[src/rtl/wrr_arbiter.sv]
// Weighted round-robin arbiter: registered one-hot grant, per-requester burst of
// weight+1 cycles, rotating priority pointer, gated by a global go enable.
module wrr_arbiter #(
    parameter int N_REQ    = 8,
    parameter int WEIGHT_W = 3,
    parameter int IDX_W    = $clog2(N_REQ)
) (
    input  logic                      clk,
    input  logic                      reset_n,
    input  logic                      go,
    input  logic [N_REQ-1:0]          req,
    input  logic [N_REQ*WEIGHT_W-1:0] weight,
    output logic [N_REQ-1:0]          grant,
    output logic                      grant_vld,
    output logic [IDX_W-1:0]          grant_idx
);

    typedef enum logic {IDLE, OWN} state_t;

    state_t              state, state_nxt;
    logic [IDX_W-1:0]    ptr, ptr_nxt, ptr_rot, idx_nxt, search_base, sel;
    logic [WEIGHT_W-1:0] burst_cnt, cnt_nxt, w_own;
    logic [N_REQ-1:0]    grant_nxt;
    logic                found;

    // First set request bit at or after base, wrapping modulo N_REQ; MSB flags a hit.
    function automatic logic [IDX_W:0] pick(input logic [N_REQ-1:0] r,
                                            input logic [IDX_W-1:0] base);
        logic             hit;
        logic [IDX_W-1:0] idx;
        logic [IDX_W-1:0] k;
        int               j;
        hit = 1'b0;
        idx = '0;
        for (int i = 0; i < N_REQ; i++) begin
            j = int'(base) + i;
            if (j >= N_REQ) j = j - N_REQ;
            k = IDX_W'(j);
            if (!hit && r[k]) begin
                hit = 1'b1;
                idx = k;
            end
        end
        return {hit, idx};
    endfunction

    always_comb begin
        w_own = '0;
        for (int i = 0; i < N_REQ; i++) begin
            if (grant_idx == IDX_W'(i)) w_own = weight[i*WEIGHT_W +: WEIGHT_W];
        end
    end

    assign ptr_rot     = (grant_idx == IDX_W'(N_REQ-1)) ? '0 : grant_idx + IDX_W'(1);
    // While owning, a rotation searches from the owner's successor in the same edge.
    assign search_base = (state == OWN) ? ptr_rot : ptr;
    assign {found, sel} = pick(req, search_base);

    always_comb begin
        state_nxt = state;
        ptr_nxt   = ptr;
        cnt_nxt   = burst_cnt;
        grant_nxt = '0;
        idx_nxt   = grant_idx;
        case (state)
            IDLE: begin
                if (go && found) begin
                    grant_nxt[sel] = 1'b1;
                    idx_nxt        = sel;
                    cnt_nxt        = '0;
                    state_nxt      = OWN;
                end
            end
            OWN: begin
                if (!go) begin
                    state_nxt = IDLE;
                    cnt_nxt   = '0;
                end else if (req[grant_idx] && (burst_cnt < w_own)) begin
                    grant_nxt = grant;
                    cnt_nxt   = burst_cnt + WEIGHT_W'(1);
                end else begin
                    // Burst over or owner left: rotate, switching directly if anyone waits.
                    ptr_nxt = ptr_rot;
                    cnt_nxt = '0;
                    if (found) begin
                        grant_nxt[sel] = 1'b1;
                        idx_nxt        = sel;
                    end else begin
                        state_nxt = IDLE;
                    end
                end
            end
            default: state_nxt = IDLE;
        endcase
    end

    always_ff @(posedge clk or negedge reset_n) begin
        if (!reset_n) begin
            state     <= IDLE;
            ptr       <= '0;
            burst_cnt <= '0;
            grant     <= '0;
            grant_idx <= '0;
        end else begin
            state     <= state_nxt;
            ptr       <= ptr_nxt;
            burst_cnt <= cnt_nxt;
            grant     <= grant_nxt;
            grant_idx <= idx_nxt;
        end
    end

    assign grant_vld = |grant;

endmodule
[config.mk]
export PLATFORM = sky130hd
export DESIGN_NAME = wrr_arbiter
export DESIGN_NICKNAME = d
export VERILOG_FILES = /design/src/rtl/wrr_arbiter.sv
export SDC_FILE = /design/constraint.sdc
export NUM_CORES = 1
export LEC_CHECK = 0
export BUFFER_PORTS_ARGS = -buffer_cell sky130_fd_sc_hd__buf_2
export CORE_ASPECT_RATIO = 0.5
export CORE_MARGIN = 1
export CORE_UTILIZATION = 41
export DETAILED_ROUTE_END_ITERATION = 8
export PLACE_DENSITY_LB_ADDON = 0.15
export SETUP_SLACK_MARGIN = 0.1
export SYNTH_ARGS = -nofsm -noshare
export SYNTH_HDL_FRONTEND = slang
export SYNTH_SLANG_ARGS = --single-unit
[constraint.sdc]
create_clock -name clk -period 4.3 [get_ports clk]
set_clock_uncertainty 0.15 [all_clocks]
set_input_delay 0.43 -clock clk [delete_from_list [all_inputs] [get_ports clk]]
set_output_delay 0.43 -clock clk [all_outputs]
set_load 0.05 [all_outputs]
### Word level (Yosys, flattened, before mapping)

Index checks and enable logic that the tools add are counted.

* add/subtract/negate cells: 17
* magnitude comparators: 20
* equality and inequality tests: 12
* muxes and demuxes: 73
* bitwise logic cells: 2
* reduce and logical (&&, ||, !) cells: 21

Operator list (count)
* 2-to-1 mux 3 bit: 33
* less-than comparator 3 x 4 -> 1 bit (second input constant): 10
* 2-to-1 mux 8 bit: 4
* >= comparator 4 bit (second input constant): 7
* binary-select mux 1 bit (select 3 bit): 9
* subtractor 3 x 1 -> 3 bit (second input constant): 8
* 2-to-1 mux 1 bit: 22
* adder 3 x 3 -> 4 bit (second input constant): 4
* case mux 8 bit (2 select lines): 1
* == test 3 bit (second input constant): 4
* case mux 3 bit (2 select lines): 2
* logical AND 1 bit: 10
* adder 3 x 2 -> 4 bit (second input constant): 2
* OR reduction 8 bit: 1
* zero test 1 bit: 7
* adder 3 x 1 -> 3 bit (second input constant): 2
* == test 3 x 2 -> 1 bit (second input constant): 2
* inequality test 2 bit (second input constant): 3
* adder 3 x 1 -> 4 bit (second input constant): 1
* >= comparator 3 x 4 -> 1 bit (second input constant): 1
* AND reduction 4 bit: 1
* demux 1 bit (select 3 bit): 1
* == test 3 x 1 -> 1 bit (second input constant): 1
* >= comparator 3 x 1 -> 1 bit (second input constant): 1
* 7 further kinds: 8

* flip-flop bits (word level): 18
* bits of input ports: 35
* word-level logic and storage cells: 150

### Logic depth before layout (Yosys ltp)

Gate-level depths: netlist of run 1.

* word-level depth: 37
* depth in mapped cells: 20
* depth with buffers taken out: 18

### Least setup slack after synthesis of run 1

No wires, ideal clock.

* path type: register to register
* start point: register grant_idx[0]
* end point: register grant[1]
* setup time: 0.122 ns
* arrival time: 4.207 ns
* setup slack: -0.178 ns
* stages on the path, launching flop included: 17
* path buffers: 2
* cells stage by stage: dfrtp_1 > ha_1 > ha_1 > buf_6 > nor3b_4 > nor2_4 > inv_2 > buf_2 > ha_1 > nor3_1 > nor2_1 > mux4_2 > nor3b_4 > nand4_2 > and2_4 > mux2_4 > a32o_1

* longest elaborated chain between the ends: 37
* elaborated cells between the ends (all ways): 112
* those cells by class: add/sub: 16; order compare: 11; eq/ne: 8; mux: 59; reduce/logical: 18

Ends and longest elaborated chain
* start: declaration: RTL line 15 `output logic [IDX_W-1:0] grant_idx`
* start signal: assignment: RTL line 109 `grant_idx <= idx_nxt;`
* parallel branches: the longest is 37 deep, another holds adder 3 x 1 -> 4 bit
* end signal: assignment: RTL line 108 `grant <= grant_nxt;`
* end: declaration: RTL line 13 `output logic [N_REQ-1:0] grant,`

Several ways; the timed one is not identified. The select of a mux whose other input is x is not followed.
A chain may end at the register's enable or synchronous reset.

### Final worst setup path of run 1

* start point: register grant_idx[0]
* end point: register grant[3]

The elaborated chain is that of the path after synthesis.

==> summary.md, run 1 <==
| Metric | Value |
|---|---|
| CTS sink count | 18 |
| Max-Cap Viols | 0 |
| Synthesized netlist net count | between 300 and 400 |
| Leak pwr | 1.218 nW |
| Net Sw Power | 1.434 mW |
| Vias | 2,313 |
| Hold Crit Class | in -> reg |
| Hold slack final | 306.1 ps |
| Layout overhead on the synthesized area | 18.53% |
| Clock buffer depth | 2 |
| Count leader, synth | nand2_1 |
| Rows | 18 |
| Worst Path Arrival | around 4000 ps |
| GRT Util Overall | 22.87% |
| Initial detailed-routing violation count | about 130 |
| Top-Level Pins | 47 |
| Mapped Cells | 264 |
| RePlAce Congestion | about 0.95 |
| DRC | 0 |
| Slew HR | 68.61% |
| Crit Path Category | reg -> reg |
| Number of global-route vias before repair | around 2,100 |
| Avg Cell Area, Syn | 8.697 µm² |
| CP Capture Type | flop |
| Share of cells above drive strength 1 | a little under a third |
| Switch share | a little over half |
| Power Internal | 1.232 mW |
| Final Setup Violations | 0 |
| Largest area contributor in the netlist | dfrtp_1 |
| Total gr overflow | 0 |
| Pwr Density | around 980 nW/µm² |
| Ys async rst share | 100.0% |
| Number of synthesized register bits | 18 |
| Largest net degree at the start of global routing | 19 |
| Overall die width | between 100 and 150 µm |
| Total CTS buffers | 3 |
| Clock-pin slew on the worst setup and hold paths | roughly 70 ps |
| Root Buffer Master | clkbuf_8 |
| Seq pwr share | 10.6% |
| Worst setup SP type | flop |
| Clk pwr share | between 5 and 6% |
| Post-DRT Antenna Nets | 0 |
| Chip Height | between 50 and 60 µm |
| Status | complete, no violations |
| Worst skew pair latency | 250 ps |
| Initial antenna violation count | 0 |
| RSZ-0062 raised after global routing | no |
| Yosys cell types | 55 |
| Max VDD drop | 0.0004643 V |
| Top post-synthesis cells by area | dfrtp_1, mux4_2, mux2i_1, ha_1, nand2_1 |
| CP max FO | 10 |
| # nets final | 358 |
| Core box area | 5157 µm² |
| Sequential area share after synthesis | 19.62% |
| Worst path required time | 4290 ps |
| Number of diodes | 0 |
| H-tree levels | 1 |
| Final cycle utilization of the critical path | about 93% |
| Post-DP HPWL | 5015 µm |
| Port bufs | 46 |
| Vias/cell | 6.071 |
| CTS tree | built |
| Drt wl/cell | about 17 µm |
| Netlist area before placement | 2296 µm² |
| Commonest cells post-synth | nand2_1, nor2_1, a21oi_1, dfrtp_1 |
| Main flop type after synthesis | dfrtp_1 |
| Fin crit period | 4019 ps |
| Worst slew pin tran | between 400 and 500 ps |
| Final TNS setup | 0 ps |
| Combinational Power Share | 84.3% |
| Pre-antenna DRT Iters | 5 |
| Synth top area share | 19.62% |
| Hold Violations, Final | 0 |
| Starting Density | 44.52% |
| Post-synth EDFFs | 0 |
| Pins Over Slew Limit | 0 |
| DRT Wirelength | between 6000 and 7000 µm |
| YS warnings | 0 |
| Global-route wire length before repair | 10,320 µm |
| Die area | 5921 µm² |
| Max Clk Rate | 0.2488 GHz |
[cell families after synthesis]
family	share of synthesized area, %
compound gates	21.53
flops	19.62
simple gates	24.41
mux	22.62
fa+ha+maj	5.994
buf+inv	5.122
xor+xnor	0.7086
[final timing paths]
check | slack, ps | endpoint | depth (start not counted) | from
hold reg to reg | 340 | burst_cnt[2] | 1 | burst_cnt[2]
setup / recovery | 280 | grant[3] | 12 | grant_idx[0]
min in group asynchronous | 490 | ptr[0] | 2 | reset_n
max in group asynchronous | 3180 | grant_idx[0] | 2 | reset_n
setup reg to reg | 280 | grant[3] | 12 | grant_idx[0]
hold / removal | 310 | state | 2 | go
[layer usage]
| layer | wire (µm) | track usage [%] | up-vias | part of all wire (%) |
|---|---|---|---|---|
| li1 | - | - | 1101 | - |
| met4 | 109 | 7.306 | 0 | 1.7 |
| met1 | 3091 | 32.14 | 1094 | 48 |
| met3 | 423 | 1.405 | 10 | 6.5 |
| met2 | 2837 | 38.68 | 108 | 44 |
| met5 | 0 | 0 | - | 0 |
[registers in the layout (all words and copies together) (netlist names)]
| register | count |
|---|---|
| grant_idx | 3 |
| ptr | 3 |
| burst_cnt | 3 |
| state | 1 |
| grant | 8 |
[power by group through the flow]
stage	clock network, mW	logic, mW	registers (mW)
3_5_place_dp	0	2.14	0.285
4_1_cts	0.140	2.16	0.283
3_3_place_gp	0	2.14	0.282
2_1_floorplan	0	1.62	0.352
6_report	0.138	2.25	0.282
5_1_grt	0.146	2.44	0.292
[metrics by stage]
stage | cell area (µm²) | utilization, % | std cells | power (mW) | worst slack (ps)
after floorplan | 2311 | - | 264 | 1.975 | 142.0
after global placement | 2605 | 50.51 | 373 | 2.418 | 196.0
after detailed placement | 2605 | 50.51 | 373 | 2.429 | 82.76
after CTS | 2683 | 52.01 | 379 | 2.586 | 187.3
after global routing | 2721 | 52.77 | 381 | 2.882 | 113.5
final | 2721 | 52.77 | 381 | 2.666 | 280.7
[critical path, cell delays in order, from the launching register on]
cell and delay (ps):
dfrtp_4 550, ha_1 240, ha_1 230, buf_4 180
or3b_1 450, nand3_1 160, nand2_1 140, mux4_2 610
nor3b_4 300, nand4_4 160, and2_4 190, mux2_4 280
a32o_1 260
[timing repair]
item                                   in CTS  in global routing
pin swaps                                   1                  2
setup endpoints to repair                   4                  9
buffers inserted                            1                  2
hold buffers                                1                  0
endpoints found under the hold margin      18                  0
gates resized for setup                     1                  4
[cells in the final DEF, fill, tap and decap left out, types with 4 or more instances in the layout]
cell	n
o211ai_1	5
o21ai_0	9
nand3_1	15
mux2i_1	15
nor4_1	4
nand2_1	31
clkbuf_8	4
nor2_4	4
dfrtp_1	16
nor2_1	22
nand2b_1	4
buf_2	46
mux2_2	4
mux4_2	10
a32o_1	8
inv_1	8
ha_1	11
nor2b_1	5
a21oi_1	20
buf_4	11
[final cells by class]
type	count	area, µm²
Sequential cell	18	455.4
Clock buffer	4	55.05
Fill cell	505	2436
Tap cell	70	87.58
Multi-Input combinational cell	221	1760
Timing Repair Buffer	58	322.8
Inverter	10	40.04
Power figures use the tool's default switching activity.
==> inputs of run 2 (changes only) <==
CTS_BUF_LIST = sky130_fd_sc_hd__clkbuf_2 sky130_fd_sc_hd__clkbuf_4 sky130_fd_sc_hd__clkbuf_8   (was not set)
MAX_ROUTING_LAYER = met4   (was not set)
==> summary.md, run 2 (synthesized netlist as in run 1, its figures left out) <==
| Metric | Value |
|---|---|
| Worst Path Arrival | 4010 ps |
| Slowest-stage cell, CP | mux4_2 |
| Worst path required time | 4290 ps |
| Hold Crit Class | in -> reg |
| Pins Over Slew Limit | 0 |
| Worst skew pair latency | 250 ps |
| Most frequent cells in the layout | buf_2, nand2_1, nor2_1, a21oi_1, dfrtp_1 |
| Die area | between 5000 and 6000 µm² |
| Total gr overflow | 0 |
| Crit Path Category | reg -> reg |
| CP Capture Type | flop |
| Status | complete, no violations |
| Largest net degree at the start of global routing | 19 |
| Drt wl/cell | 16.46 µm |
| Clock buffer depth | 2 |
| Initial antenna violation count | 0 |
| Vias | 2,305 |
| Root Buffer Master | clkbuf_8 |
| Initial detailed-routing violation count | about 140 |
| Max Clk Rate | 0.2488 GHz |
| Hold Violations, Final | 0 |
| Start point of the critical path | grant_idx[0] |
| H-tree levels | 1 |
| Pre-CTS setup slack | 88.14 ps |
| Max-Cap Viols | 0 |
| Crit path cell chain | ha_1, ha_1, nor3b_4, nor2_4, inv_4, ha_1, nor3_2, nor2_2, mux4_2, nor3b_4, nand4_4, and2_4, mux2_4, a32o_1 |
| RSZ-0062 raised after global routing | no |
| Global-route wire length before repair | 10,170 µm |
| Largest register FFs | 8 |
| Total CTS buffers | 3 |
| Vias/cell | 5.987 |
| Overall die width | 107.8 µm |
| Core box area | between 5000 and 6000 µm² |
| Post-route cell area | 2758 µm² |
| CTS tree | built |
| Share of cells above drive strength 1 | 32.70% |
| Crit path largest cell delay | 590 ps |
| Slew HR | around two thirds |
| Top-Level Pins | 47 |
| DRC | 0 |
| CP max FO | 9 |
| Final TNS setup | 0 ps |
| RePlAce Congestion | 0.9761 |
| Number of global-route vias before repair | 2,078 |
| Post-DP HPWL | 5002 µm |
| Pre-antenna DRT Iters | 4 |
| Fin crit period | 4019 ps |
| Cell repeated most along the worst path | ha_1 |
| Final Setup Violations | 0 |
| Worst Slack Setup Final | approximately 280 ps |
| Port bufs | 46 |
| Placed cell area | roughly 2600 µm² |
| Number of diodes | 0 |
| Commonest non-fill, non-tap cell in the layout | buf_2 |
| Starting Density | 44.52% |
| Clock-pin slew on the worst setup and hold paths | approximately 70 ps |
| Chip Height | 54.92 µm |
| Post-DRT Antenna Nets | 0 |
| DRT Wirelength | ~6300 µm |
| RR Startpoint | grant_idx[0] |
| # nets final | 362 |
| Hold path startpoint | go |
| GRT Util Overall | roughly 23% |
| Final cycle utilization of the critical path | 93.47% |
| CTS sink count | 18 |
| Top reg by flops | grant |
| Worst setup SP type | flop |
| Worst slew pin tran | 495.5 ps |
| Rows | 18 |
| Layout overhead on the synthesized area | 20.11% |
-- run 2: cell count changes in the layout (fill, tap and decap cells not counted) --
cell and change:
nor2_4 -1, nor2_2 +1, xnor2_4 +1, buf_4 +4, xnor2_2 -1
-- run 2: worst max-delay path: cells and delay by family (launching register included) --
family | cells | cell delay, ps
AO/OA/AOI/OAI | 1 | 260
AND/OR/NAND/NOR | 7 | 1360
flip-flops | 1 | 520
adder cells (fa/ha/maj) | 3 | 650
multiplexers | 2 | 870
buffers and inverters | 1 | 110
-- run 2: area by class of cell --
type | count | area (µm²)
inverter | 10 | 40.04
sequential | 18 | 455.4
timing repair buffer | 62 | 352.8
fill | 479 | 2400
clock buffer | 4 | 55.05
tap | 70 | 87.58
multi-input combinational | 221 | 1767
-- run 2: final timing paths --
path | endpoint | slack (ps) | cells after the start
min in group asynchronous | state | 490 | 2
max in group asynchronous | grant_idx[0] | 3180 | 2
hold / removal | state | 300 | 2
setup reg to reg | grant[3] | 280 | 14
setup / recovery | grant[3] | 280 | 14
hold reg to reg | burst_cnt[2] | 350 | 1
-- run 2: through the flow --
| step | hold slack [ps] | instances | utilization, % |
|---|---|---|---|
| global route | 300.2 | 385 | 53.47 |
| detailed placement | 229.8 | 373 | 50.51 |
| finish | 298.1 | 385 | 53.47 |
| CTS | 300.0 | 379 | 51.92 |
| floorplan | -15.59 | 264 | - |
| global placement | 233.3 | 373 | 50.51 |
-- run 2: repair_timing --
| item | in CTS | in global routing |
|---|---|---|
| setup endpoints to repair | 4 | 14 |
| resized for setup | 0 | 5 |
| setup buffers | 1 | 6 |
| hold buffers | 1 | 0 |
| endpoints found under the hold margin | 18 | 0 |
| pin swaps | 1 | 6 |
-- run 2: metal layers --
metal	up-vias	global-route usage, %	share of wire (%)	wire length (µm)
met3	10	2.810	6.5	410
met5	-	-	0	0
met2	100	37.50	44	2767
met4	0	6.621	1.7	110
li1	1110	-	-	-
met1	1085	31.41	48	3050
Power of run 2 is not shown: default switching activity piles up to over one toggle a cycle in this logic, so the estimate is an artifact.
